## src/rtl/serial_subtractor.sv

```systemverilog
// -----------------------------------------------------------------------------
// serial_subtractor
//   Bit-serial subtractor. It computes A + ~B + carry_in one bit per clock,
//   starting at the LSB, and produces the difference word plus ARM-style
//   CNZV flags (C = NOT borrow). Rn/Op2 can be swapped on entry, which gives
//   SUB/SBC (in_Reverse=0) and RSB/RSC (in_Reverse=1).
//
// Handshake: in_Start is sampled on a rising edge only while out_Busy is low
//   (IDLE or DONE). An accepted start raises out_Busy for WIDTH cycles. Then
//   out_Done pulses for one cycle, and out_Y/out_CNZV are valid from that
//   cycle until the next accepted start completes. A start during RUN is
//   dropped.
//
// Ports:
//   in_Clk      clock, rising edge
//   in_Rst_N    synchronous active-low reset
//   in_Start    operation request
//   in_Rn       first operand  [WIDTH]
//   in_Op2      second operand [WIDTH]
//   in_Carry    carry in (1 for SUB/RSB, C flag for SBC/RSC)
//   in_Reverse  0: Rn - Op2, 1: Op2 - Rn
//   out_Busy    high while bits are being processed
//   out_Done    one-cycle pulse when the result is valid
//   out_Y       difference [WIDTH]
//   out_CNZV    {C,N,Z,V}
//
// Parameters: WIDTH >= 2, and 2**CNT_W must exceed WIDTH.
// -----------------------------------------------------------------------------
module serial_subtractor #(
  parameter int WIDTH = 32,
  parameter int CNT_W = 6
) (
  input  logic             in_Clk,
  input  logic             in_Rst_N,
  input  logic             in_Start,
  input  logic [WIDTH-1:0] in_Rn,
  input  logic [WIDTH-1:0] in_Op2,
  input  logic             in_Carry,
  input  logic             in_Reverse,
  output logic             out_Busy,
  output logic             out_Done,
  output logic [WIDTH-1:0] out_Y,
  output logic [3:0]       out_CNZV
);

  localparam logic [1:0] S_IDLE = 2'd0;
  localparam logic [1:0] S_RUN  = 2'd1;
  localparam logic [1:0] S_DONE = 2'd2;

  logic [1:0]       state_q, state_d;
  logic [CNT_W-1:0] cnt_q, cnt_d;
  logic [WIDTH-1:0] a_q, a_d;     // shifts right; a_q[0] is the current bit
  logic [WIDTH-1:0] b_q, b_d;
  logic [WIDTH-1:0] acc_q, acc_d; // partial result, filled from the MSB end
  logic             c_q, c_d;
  logic [WIDTH-1:0] y_q, y_d;
  logic [3:0]       cnzv_q, cnzv_d;

  logic             sum_bit;
  logic             carry_out;
  logic [1:0]       bit_sum;
  logic [WIDTH-1:0] y_final;
  logic             last_bit;
  logic             accept;

  // One full-adder step on the current bit pair.
  assign bit_sum   = {1'b0, a_q[0]} + {1'b0, ~b_q[0]} + {1'b0, c_q};
  assign sum_bit   = bit_sum[0];
  assign carry_out = bit_sum[1];

  // A new bit enters at the top. After WIDTH shifts, bit 0 holds the first
  // bit that was processed, so no separate indexing by the counter is needed.
  assign y_final  = {sum_bit, acc_q[WIDTH-1:1]};
  assign last_bit = (cnt_q == CNT_W'(WIDTH - 1));
  assign accept   = in_Start && (state_q != S_RUN);

  always_comb begin
    state_d = state_q;
    cnt_d   = cnt_q;
    a_d     = a_q;
    b_d     = b_q;
    acc_d   = acc_q;
    c_d     = c_q;
    y_d     = y_q;
    cnzv_d  = cnzv_q;

    case (state_q)
      S_RUN: begin
        a_d   = a_q >> 1;
        b_d   = b_q >> 1;
        c_d   = carry_out;
        acc_d = y_final;
        cnt_d = cnt_q + 1'b1;
        if (last_bit) begin
          state_d = S_DONE;
          y_d     = y_final;
          // On the last bit, a_q[0] and b_q[0] are the operand MSBs.
          cnzv_d  = {carry_out,
                     sum_bit,
                     (y_final == '0),
                     (a_q[0] != b_q[0]) && (sum_bit != a_q[0])};
        end
      end
      default: begin // IDLE and DONE behave the same for a new request
        if (accept) begin
          state_d = S_RUN;
          cnt_d   = '0;
          a_d     = in_Reverse ? in_Op2 : in_Rn;
          b_d     = in_Reverse ? in_Rn  : in_Op2;
          c_d     = in_Carry;
          acc_d   = '0;
        end else begin
          state_d = S_IDLE;
        end
      end
    endcase
  end

  always_ff @(posedge in_Clk) begin
    if (!in_Rst_N) begin
      state_q <= S_IDLE;
      cnt_q   <= '0;
      a_q     <= '0;
      b_q     <= '0;
      acc_q   <= '0;
      c_q     <= 1'b0;
      y_q     <= '0;
      cnzv_q  <= '0;
    end else begin
      state_q <= state_d;
      cnt_q   <= cnt_d;
      a_q     <= a_d;
      b_q     <= b_d;
      acc_q   <= acc_d;
      c_q     <= c_d;
      y_q     <= y_d;
      cnzv_q  <= cnzv_d;
    end
  end

  assign out_Busy = (state_q == S_RUN);
  assign out_Done = (state_q == S_DONE);
  assign out_Y    = y_q;
  assign out_CNZV = cnzv_q;

endmodule

```

## config.mk

```make
export PLATFORM = sky130hd
export DESIGN_NAME = serial_subtractor
export DESIGN_NICKNAME = d
export VERILOG_FILES = /design/src/rtl/serial_subtractor.sv
export SDC_FILE = /design/constraint.sdc
export NUM_CORES = 1
export LEC_CHECK = 0
export ABC_AREA = 0
export BUFFER_PORTS_ARGS = -buffer_cell sky130_fd_sc_hd__buf_4
export CORE_MARGIN = 1
export CORE_UTILIZATION = 61
export DETAILED_ROUTE_END_ITERATION = 7
export PLACE_DENSITY_LB_ADDON = 0.15
export SLEW_MARGIN = 20
export SYNTH_ARGS = -nofsm -noshare
export SYNTH_HDL_FRONTEND = slang
export SYNTH_SLANG_ARGS = --single-unit
```

## constraint.sdc

```tcl
create_clock -name in_Clk -period 4.11 [get_ports in_Clk]
set_input_delay 0 -clock in_Clk [delete_from_list [all_inputs] [get_ports in_Clk]]
set_output_delay 0 -clock in_Clk [all_outputs]
set_load 0.03 [all_outputs]
```

# [Word level (Yosys, flattened, before mapping)]
# Cells that the tools add are included.
[op_classes] n_addsub=3 n_eq_ne=7 n_mux=15 bitwise_logic=2 n_reduce_logical=6
[ops] cell="$mux W32" count=4
[ops] cell="$mux W31" count=4
[ops] cell="$logic_not A32 Y1" count=1
[ops] cell="$mux W6" count=2
[ops] cell="$add A6 B1 Y6 const B" count=1
[ops] cell="$eq A6 B5 Y1 const B" count=1
[ops] cell="$mux W2" count=2
[ops] cell="$ne A2 B1 Y1 const B" count=2
[ops] cell="$mux W1" count=3
[ops] cell="$add A1 B1 Y2" count=1
[ops] cell="$add A2 B1 Y2" count=1
[ops] cell="$eq A2 B1 Y1 const B" count=1
[ops] cell="$eq A2 B2 Y1 const B" count=1
[ops] cell="$logic_and A1 B1 Y1" count=2
[ops] cell="$ne A1 B1 Y1" count=2
[ops] cell="$not A1 Y1" count=2
[ops] cell="$reduce_and A2 Y1" count=1
[ops] cell="$reduce_bool A2 Y1" count=1
[ops] cell="$reduce_or A2 Y1" count=1
[totals] register_bits=141 inputBits=69 out_inout_bits=38 word_cells=43

# [Logic depth before layout (Yosys ltp)]
# Gate-level depths: netlist (run 1).
[logic_depth] word_depth=5 mapped_depth=7

# [Worst setup path before layout (run 1)]
# Ideal clock, no wire load.
[synth_path] path_type="reg2reg" start="register a_q[0]" end="register cnzv_q[1], in the netlist out_CNZV[1]" setup_time_ns=0.060 t_arrival_ns=1.549 required_time_ns=4.050 slack_ns=2.502 path_stages_with_launch=7 period_less_slack_ns=1.608 path_cell_list="dfxtp_1 -> inv_1 -> fa_1 -> nor4b_1 -> nand4_1 -> nor2_1 -> a22o_1"
[synth_between] elab_chain_len=3
[synth_rtl] item="start, declared" line="52" text="logic [WIDTH-1:0] a_q, a_d;"
[synth_rtl] item="start signal, assigned" line="123" text="a_q <= '0;"
[synth_rtl] item="start signal, assigned" line="132" text="a_q <= a_d;"
[synth_rtl] item="$add A1 B1 Y2" line="67" text="assign bit_sum = {1'b0, a_q[0]} + {1'b0, ~b_q[0]} + {1'b0, c_q};"
[synth_rtl] item="$add A2 B1 Y2" line="67"
[synth_rtl] item="$logic_not A32 Y1" line="100" text="(y_final == '0),"
[synth_rtl] item="end signal, assigned" line="137" text="cnzv_q <= cnzv_d;"
[synth_rtl] item="end, declared" line="57" text="logic [3:0] cnzv_q, cnzv_d;"
# No other way between the ends.
# A chain may end at the register's enable or synchronous reset.

# [Worst setup path after layout (run 1)]
[layout_path] start="register state_q[1]" end="register y_q[1], in the netlist out_Y[1]"
[layout_between] elab_chain_len=2
[layout_rtl] item="start, declared" line="50" text="logic [1:0] state_q, state_d;"
[layout_rtl] item="start signal, assigned" line="130" text="state_q <= state_d;"
[layout_rtl] item="$eq A2 B1 Y1" line="87" text="case (state_q)"
[layout_rtl] item="$reduce_and A2 Y1 (no line)"
[layout_rtl] item="end signal, assigned" line="136" text="y_q <= y_d;"
[layout_rtl] item="end, declared" line="56" text="logic [WIDTH-1:0] y_q, y_d;"
# No other way between the ends.

==> out/results.md, run 1 <==
| Metric | Value | Unit |
|---|---|---|
| Fraction of registers with async set/reset | 0 | % |
| WP data required | 4.51 | ns |
| Critical Path End Type | register | - |
| Detailed placement HPWL | 8410 | um |
| Clock latency reported for the late side of the worst-skew pair | 0.51 | ns |
| Final TNS setup | 0 | ns |
| Worst-case headroom to the max-slew limit | 32.8 | % |
| CP max FO | 34 | - |
| Top flip-flop cell by instance count after synthesis | sky130_fd_sc_hd__dfxtp_1 | - |
| Routed Wire Length | 13400 | um |
| Iteration-0 DRC count of the detailed router | 312 | - |
| #FFs+latches synth | 139 | - |
| Highest attainable clock frequency | 0.428 | GHz |
| LEAKAGE | 3.13 | nW |
| Post-cts resize count | 0 | - |
| Outcome | complete, no violations | - |
| Type of the most critical hold path | input pin to register | - |
| I/O Buffers | 106 | - |
| Via-per-instance ratio | 5.72 | - |
| Most common library cell in the layout ignoring fill and taps | sky130_fd_sc_hd__dfxtp_1 | - |
| Hold slack final | 0.00752 | ns |
| Syn Inst Count | 708 | - |
| Count of pins on the block boundary | 107 | - |
| Clk pin slew, worst setup/hold paths | 0.06 | ns |
| Synth cell types | 35 | - |
| Antenna diode count | 0 | - |
| Cell at the root of the clock tree | sky130_fd_sc_hd__clkbuf_8 | - |
| Worst setup slack after placement | 1.79 | ns |
| CP Launch Type | register | - |
| Post-CTS setup repair buffer count | 0 | - |
| Starting density of the core | 62.5 | % |
| Hold-fix buffer count after cts | 7 | - |
| Vias in the first global route | 4883 | - |
| Number of remaining DRC errors | 0 | - |
| Actual slew at the worst max-slew pin | 1.01 | ns |
| First-pass GRT wire length | 22500 | um |
| Critical Setup Path Class | register to register | - |
| Cell depth of the worst min-delay path | 5 | - |
| Placeable core region | 0.0103 | mm2 |
| Number of cell instances on the worst register-to-register path | 5 | - |
| Post-detailed-route wirelength per cell | 14.5 | um |
| Layout Area Growth over Synthesis | 20.7 | % |
| Clock Path Buffers | 2 | - |
| Fraction of final layout cells with drive strength greater than 1 | 18.1 | % |
| Floorplan die area | 0.0109 | mm2 |
| RD Place Congestion | 0.732 | - |
| Startpoint of the worst setup timing path | state_q[1]$_SDFFE_PN0P_ | - |
| Final #Nets | 850 | - |
| CTS tree | done | - |
| Worst Hold End | b_q[28]$_SDFFE_PN0P_ | - |
| Number of vias in the routed layout | 5299 | - |
| Max cap viols | 0 | - |
| Highest cell delay on the worst timing path | 0.75 | ns |
| Standard cell with the maximum stage delay on the critical path | sky130_fd_sc_hd__clkinv_1 | - |
| Net count after synthesis | 779 | - |
| Part of the Yosys area used for sequential elements | 43.3 | % |
| Antenna violations before repair | 0 | - |
| Terminus of the critical flop-to-flop path | out_Y[1]$_SDFFE_PN0P_ | - |
| Number of buffers created by CTS | 17 | - |
| Mean post-synth cell area | 9.08 | um2 |
| Post-route antenna net violation count | 0 | - |
| H-Tree Depth | 4 | - |
| Min-Delay Startpoint | in_Op2[28] | - |
| Top cells by area in the synthesized netlist | sky130_fd_sc_hd__dfxtp_1, sky130_fd_sc_hd__mux2i_1, sky130_fd_sc_hd__a211oi_1, sky130_fd_sc_hd__nor2b_1, sky130_fd_sc_hd__a21oi_1 | - |
| IR drop worst, VDD | 0.321 | mV |
| Total grt overflow | 0 | - |
| Fraction of the cycle the final worst path needs | 56.9 | % |
| Fill cell count | 746 | - |
| Final setup violating endpoints | 0 | - |
| Post-layout power | 3.30 | mW |
| # clock sinks | 139 | - |
| Final worst clock skew | 0.0103 | ns |
| Sequential Area | 0.00278 | mm2 |
| Launch point of the worst reg-to-reg path | state_q[1]$_SDFFE_PN0P_ | - |
| Pre-Repair DR Iteration Count | 4 | - |
| Footprint of the multi-input gates | 0.00329 | mm2 |
| Number of hold violations in the final report | 0 | - |
| Cell taking the most area after synthesis | sky130_fd_sc_hd__dfxtp_1 | - |
| Crit path cell chain | nand2b_1 > nor4_4 > nand2_1 > clkinv_1 > a22o_1 | - |
| PD cells | 425 | mW/mm2 |
| Die extent in x | 105 | um |
| Number of synthesized flops with an enable pin | 0 | - |
| Reg2reg setup slack | 1.77 | ns |
| Cell area after technology mapping | 0.00643 | mm2 |
| Yosys top cell area share | 43.3 | % |
| Total number of yosys warnings | 0 | - |
| Number of pins with negative max-slew slack in the final report | 0 | - |
| RSZ-0062 raised after global routing | no | - |
| Arrival time of data at the critical path endpoint | 2.74 | ns |
| PnR worst setup slack | 1.77 | ns |
| Min cycle time layout | 2.34 | ns |
| Global Route Usage Sum | 25.1 | % |
| Count of standard-cell rows | 37 | - |
| Commonest cells after routing, fill and taps aside | sky130_fd_sc_hd__dfxtp_1, sky130_fd_sc_hd__buf_4, sky130_fd_sc_hd__nor2_1 | - |
| Largest net degree at the start of global routing | 104 | - |
| Height of the die | 105 | um |
-- layer usage --
metal / global-route usage, % / part of all wire, % / vias to the layer above
met4: 8.35 / 1.2 / 0
li1: - / - / 2674
met5: 0 / 0 / -
met1: 31.8 / 45 / 2491
met3: 5.36 / 4.0 / 15
met2: 42.4 / 50 / 119
-- logic make-up (layout without fill, tap and decap cells) --
logic type	Yosys count	count (layout)	synth area share, %
flip-flops	139	139	43.3
buffers and inverters	72	154	5.59
AND/OR/NAND/NOR	226	226	18.6
AO/OA/AOI/OAI	205	205	22.0
adder cells (fa/ha/maj)	2	2	0.506
multiplexers	64	64	9.97
-- how the worst max path moves through the flow --
stage	endpoint	slack, ns	cells past startpoint
2_1_floorplan	out_CNZV[1]$_SDFFE_PN0P_	2.50	6
3_5_place_dp	out_Y[1]$_SDFFE_PN0P_	1.79	5
5_1_grt	out_Y[19]$_SDFFE_PN0P_	1.56	5
4_1_cts	out_Y[1]$_SDFFE_PN0P_	1.77	5
6_report	out_Y[1]$_SDFFE_PN0P_	1.77	5
3_3_place_gp	out_Y[4]$_SDFFE_PN0P_	1.92	5
-- registers in the layout, summed over array words and instances (netlist names) --
signal and count:
c_q 1, b_q 32, out_Y 31, out_CNZV 4, state_q 2, cnt_q 6, a_q 32, acc_q 31
-- report_power, final --
group	internal [mW]	switching, mW	leakage [nW]
combinational	0.174	0.202	1.71
sequential	1.40	0.0298	1.13
clock	0.933	0.561	0.280
-- through the flow --
step / cells / instance area (um2) / utilization [%]
final: 926 / 7760 / 75.5
after detailed placement: 889 / 7110 / 69.2
after global placement: 889 / 7110 / 69.2
after CTS: 926 / 7760 / 75.5
after global routing: 926 / 7760 / 75.5
after floorplan: 708 / 6430 / -
-- layout make-up --
type | instances | area share [%]
clock buffer | 19 | 5.56
sequential | 139 | 35.9
multi-input combinational | 497 | 42.4
clock inverter | 11 | 1.89
timing repair buffer | 118 | 11.8
inverter | 6 | 0.323
tap | 136 | 2.19
-- synth_stat cells (2+ instances only) --
cell                        instances
sky130_fd_sc_hd__dfxtp_1          139
sky130_fd_sc_hd__nor2_1            72
sky130_fd_sc_hd__nor2b_1           66
sky130_fd_sc_hd__a211oi_1          64
sky130_fd_sc_hd__mux2i_1           64
sky130_fd_sc_hd__a21oi_1           63
sky130_fd_sc_hd__nand2_1           38
sky130_fd_sc_hd__clkbuf_1          34
sky130_fd_sc_hd__a21boi_0          33
sky130_fd_sc_hd__a22o_1            33
sky130_fd_sc_hd__nand3b_1          32
sky130_fd_sc_hd__buf_2             14
sky130_fd_sc_hd__buf_4             11
sky130_fd_sc_hd__nor4_1             7
sky130_fd_sc_hd__o21ai_0            5
sky130_fd_sc_hd__buf_6              4
sky130_fd_sc_hd__inv_1              4
sky130_fd_sc_hd__buf_1              3
sky130_fd_sc_hd__and3_1             2
sky130_fd_sc_hd__nand3_1            2
sky130_fd_sc_hd__nand4_1            2
sky130_fd_sc_hd__o2bb2ai_1          2
sky130_fd_sc_hd__o311a_1            2
-- worst max-delay path, delay by kind of cell, from the launching register on --
family                 cells  cell delay (ns)
AOI/OAI and AO/OA          1             0.45
DFF                        1             0.32
and+or+nand+nor            3             0.69
buffers and inverters      1             0.75
Note: power is estimated with default switching activity, not from simulation.
==> inputs of run 2 (changes only) <==
--- a/config.mk
+++ b/config.mk
@@ -8,7 +8,7 @@
 export ABC_AREA = 0
 export BUFFER_PORTS_ARGS = -buffer_cell sky130_fd_sc_hd__buf_4
 export CORE_MARGIN = 1
-export CORE_UTILIZATION = 61
+export CORE_UTILIZATION = 51
 export DETAILED_ROUTE_END_ITERATION = 7
 export PLACE_DENSITY_LB_ADDON = 0.15
 export SLEW_MARGIN = 20
==> constraint.sdc (replaced) <==
create_clock -name in_Clk -period 1.9 [get_ports in_Clk]
set_input_delay 0 -clock in_Clk [delete_from_list [all_inputs] [get_ports in_Clk]]
set_output_delay 0 -clock in_Clk [all_outputs]
set_load 0.03 [all_outputs]
==> run 2 against run 1 <==
Effect of this change: hold slack gained 0.015 ns; combinational power grew 120%; cell count grew 4.2%; largest power group unchanged.
==> out/results.md, run 2 (synthesized netlist as in run 1, its figures left out) <==
| Metric | Value | Unit | vs previous |
|---|---|---|---|
| Outcome | complete, no violations | - |  |
| Int Pwr | 5.25 | mW | +110% |
| Antenna violations before repair | 0 | - | unchanged |
| Max cap viols | 0 | - | unchanged |
| Regs by FF count | a_q (32), b_q (32) | - |  |
| Final worst clock skew | 0.0153 | ns | +0.00496 ns |
| LEAKAGE | 3.18 | nW | +1.6% |
| Fraction of the cycle the final worst path needs | 90.6 | % | +34 points |
| Actual slew at the worst max-slew pin | 0.508 | ns | -0.500 ns |
| Post-detailed-route wirelength per cell | 13.9 | um | -4.1% |
| Commonest cells after routing, fill and taps aside | sky130_fd_sc_hd__dfxtp_1, sky130_fd_sc_hd__buf_4, sky130_fd_sc_hd__nor2_1 | - |  |
| Fill cell count | 1069 | - | +43% |
| Most common library cell in the layout ignoring fill and taps | sky130_fd_sc_hd__dfxtp_1 | - |  |
| Final TNS setup | 0 | ns | unchanged |
| CP max FO | 5 | - | -85% |
| Clk pin slew, worst setup/hold paths | 0.06 | ns | about the same |
| Placeable core region | 0.0122 | mm2 | +18% |
| Critical Setup Path Class | register to register | - |  |
| Reg2reg setup slack | 0.18 | ns | -1.59 ns |
| Detailed placement HPWL | 8890 | um | +5.7% |
| First-pass GRT wire length | 23100 | um | +2.7% |
| Starting density of the core | 52.8 | % | -9.7 points |
| Die extent in x | 114 | um | +9.2% |
| Footprint of the multi-input gates | 0.00329 | mm2 | +0.19% |
| Flop pwr share | 43.9 | % | +0.6 points |
| Clock latency reported for the late side of the worst-skew pair | 0.42 | ns | -0.09 ns |
| Pre-Repair DR Iteration Count | 5 | - | +1 |
| Post-layout power | 7.06 | mW | +110% |
| Via-per-instance ratio | 5.47 | - | -4.4% |
| Clock network fraction of design power | 44.4 | % | -0.9 points |
| I/O Buffers | 106 | - | unchanged |
| Clock Path Buffers | 2 | - | unchanged |
| Number of vias in the routed layout | 5280 | - | -0.36% |
| Count of pins on the block boundary | 107 | - | unchanged |
| Type of the most critical hold path | input pin to register | - |  |
| Fraction of final layout cells with drive strength greater than 1 | 19.4 | % | +1.3 points |
| Number of remaining DRC errors | 0 | - | unchanged |
| Total grt overflow | 0 | - | unchanged |
| Number of pins with negative max-slew slack in the final report | 0 | - | unchanged |
| Antenna diode count | 0 | - | unchanged |
| Min-Delay Startpoint | in_Rst_N | - |  |
| Floorplan die area | 0.0131 | mm2 | +19% |
| RD Place Congestion | 0.729 | - | -0.37% |
| PD cells | 893 | mW/mm2 | +110% |
| IR drop worst, VDD | 0.664 | mV | +110% |
| H-Tree Depth | 4 | - | unchanged |
| Post-route antenna net violation count | 0 | - | unchanged |
| CTS tree | done | - |  |
| Proportion of total power due to net switching | 25.6 | % | +1.6 points |
| Hold slack final | 0.0224 | ns | +0.0149 ns |
| Highest attainable clock frequency | 0.581 | GHz | +36% |
| Cell at the root of the clock tree | sky130_fd_sc_hd__clkbuf_16 | - |  |
| Sequential Area | 0.00278 | mm2 | unchanged |
| Routed Wire Length | 13400 | um | about the same |
| Largest net degree at the start of global routing | 91 | - | -13% |
| Min cycle time layout | 1.72 | ns | -0.616 ns |
| # clock sinks | 139 | - | unchanged |
| Post-CTS setup repair buffer count | 0 | - | unchanged |
| Vias in the first global route | 4996 | - | +2.3% |
| Height of the die | 114 | um | +9.2% |
| Combinational cell fraction of total power | 11.7 | % | +0.3 points |
| Launch point of the worst reg-to-reg path | a_q[0]$_SDFFE_PN0P_ | - |  |
| Cell depth of the worst min-delay path | 2 | - | -3 |
| Number of hold violations in the final report | 0 | - | unchanged |
| Switching power | 1.81 | mW | +130% |
| Worst Hold End | acc_q[31]$_SDFFE_PN0P_ | - |  |
| Number of buffers created by CTS | 17 | - | unchanged |
| Number of cell instances on the worst register-to-register path | 6 | - | +1 |
| Global Route Usage Sum | 21.9 | % | -3.2 points |
| Final setup violating endpoints | 0 | - | unchanged |
| WP data required | 2.25 | ns | -2.26 ns |
| Worst-case headroom to the max-slew limit | 66.1 | % | +33 points |
| Final core area utilization | 65.0 | % | -11 points |
| Arrival time of data at the critical path endpoint | 2.07 | ns | -0.67 ns |
| Iteration-0 DRC count of the detailed router | 240 | - | -23% |
| Layout Area Growth over Synthesis | 23.0 | % |  |
| Count of standard-cell rows | 40 | - | +8.1% |
| Final #Nets | 856 | - | +0.71% |
| Critical Path End Type | register | - |  |
| Terminus of the critical flop-to-flop path | out_CNZV[1]$_SDFFE_PN0P_ | - |  |
| CP Launch Type | register | - |  |
run 2: critical path, cell delays in order (launching register included):
cell and delay, ns:
sky130_fd_sc_hd__dfxtp_1 0.37, sky130_fd_sc_hd__inv_1 0.08, sky130_fd_sc_hd__fa_1 0.64, sky130_fd_sc_hd__nor4b_2 0.22, sky130_fd_sc_hd__nand4_1 0.13, sky130_fd_sc_hd__nor2_1 0.12, sky130_fd_sc_hd__a22o_1 0.12
run 2: how the worst max path moves through the flow:
stage                                     endpoint  cells after the start  slack (ns)           startpoint
after floorplan           out_CNZV[1]$_SDFFE_PN0P_                      6        0.29  a_q[0]$_SDFFE_PN0P_
after global placement    out_CNZV[1]$_SDFFE_PN0P_                      6        0.20  a_q[0]$_SDFFE_PN0P_
after detailed placement  out_CNZV[1]$_SDFFE_PN0P_                      6        0.14  a_q[0]$_SDFFE_PN0P_
after CTS                 out_CNZV[1]$_SDFFE_PN0P_                      6        0.11  a_q[0]$_SDFFE_PN0P_
after global routing      out_CNZV[1]$_SDFFE_PN0P_                      6       -0.02  a_q[0]$_SDFFE_PN0P_
final                     out_CNZV[1]$_SDFFE_PN0P_                      6        0.18  a_q[0]$_SDFFE_PN0P_
run 2: final cells by class:
class,count,share of cell area (%)
Inverter,6,0.317
Tap cell,168,2.66
Sequential cell,139,35.2
Timing Repair Buffer,124,13.0
Multi-Input combinational cell,497,41.7
Clock inverter,14,1.76
Clock buffer,17,5.38
run 2: through the flow:
| stage | setup slack, ns | std cells | area [um2] |
|---|---|---|---|
| detailed placement | 0.140 | 930 | 7290 |
| finish | 0.179 | 965 | 7900 |
| global placement | 0.198 | 930 | 7290 |
| CTS | 0.115 | 965 | 7900 |
| floorplan | 0.292 | 708 | 6430 |
| global route | -0.0245 | 965 | 7900 |
run 2: power groups by stage:
| stage | Clock, mW | Sequential [mW] | Combinational [mW] |
|---|---|---|---|
| 4_1_cts | 3.18 | 3.09 | 0.832 |
| 6_report | 3.14 | 3.10 | 0.827 |
| 2_1_floorplan | 0 | 3.14 | 0.588 |
| 3_5_place_dp | 0 | 3.16 | 0.824 |
| 5_1_grt | 3.33 | 3.11 | 0.929 |
| 3_3_place_gp | 0 | 3.15 | 0.794 |
run 2: routing by layer:
metal	vias up	track usage, %	wire [um]
li1	2676	-	-
met3	16	6.14	497
met2	93	36.4	6510
met4	0	6.75	163
met5	-	0	0
met1	2495	27.6	6260
run 2: what timing repair did:
item / in CTS / in global routing
setup endpoints to repair: 0 / 1
hold endpoints to repair: 3 / 0
resized for setup: 0 / 1
hold buffers: 4 / 0
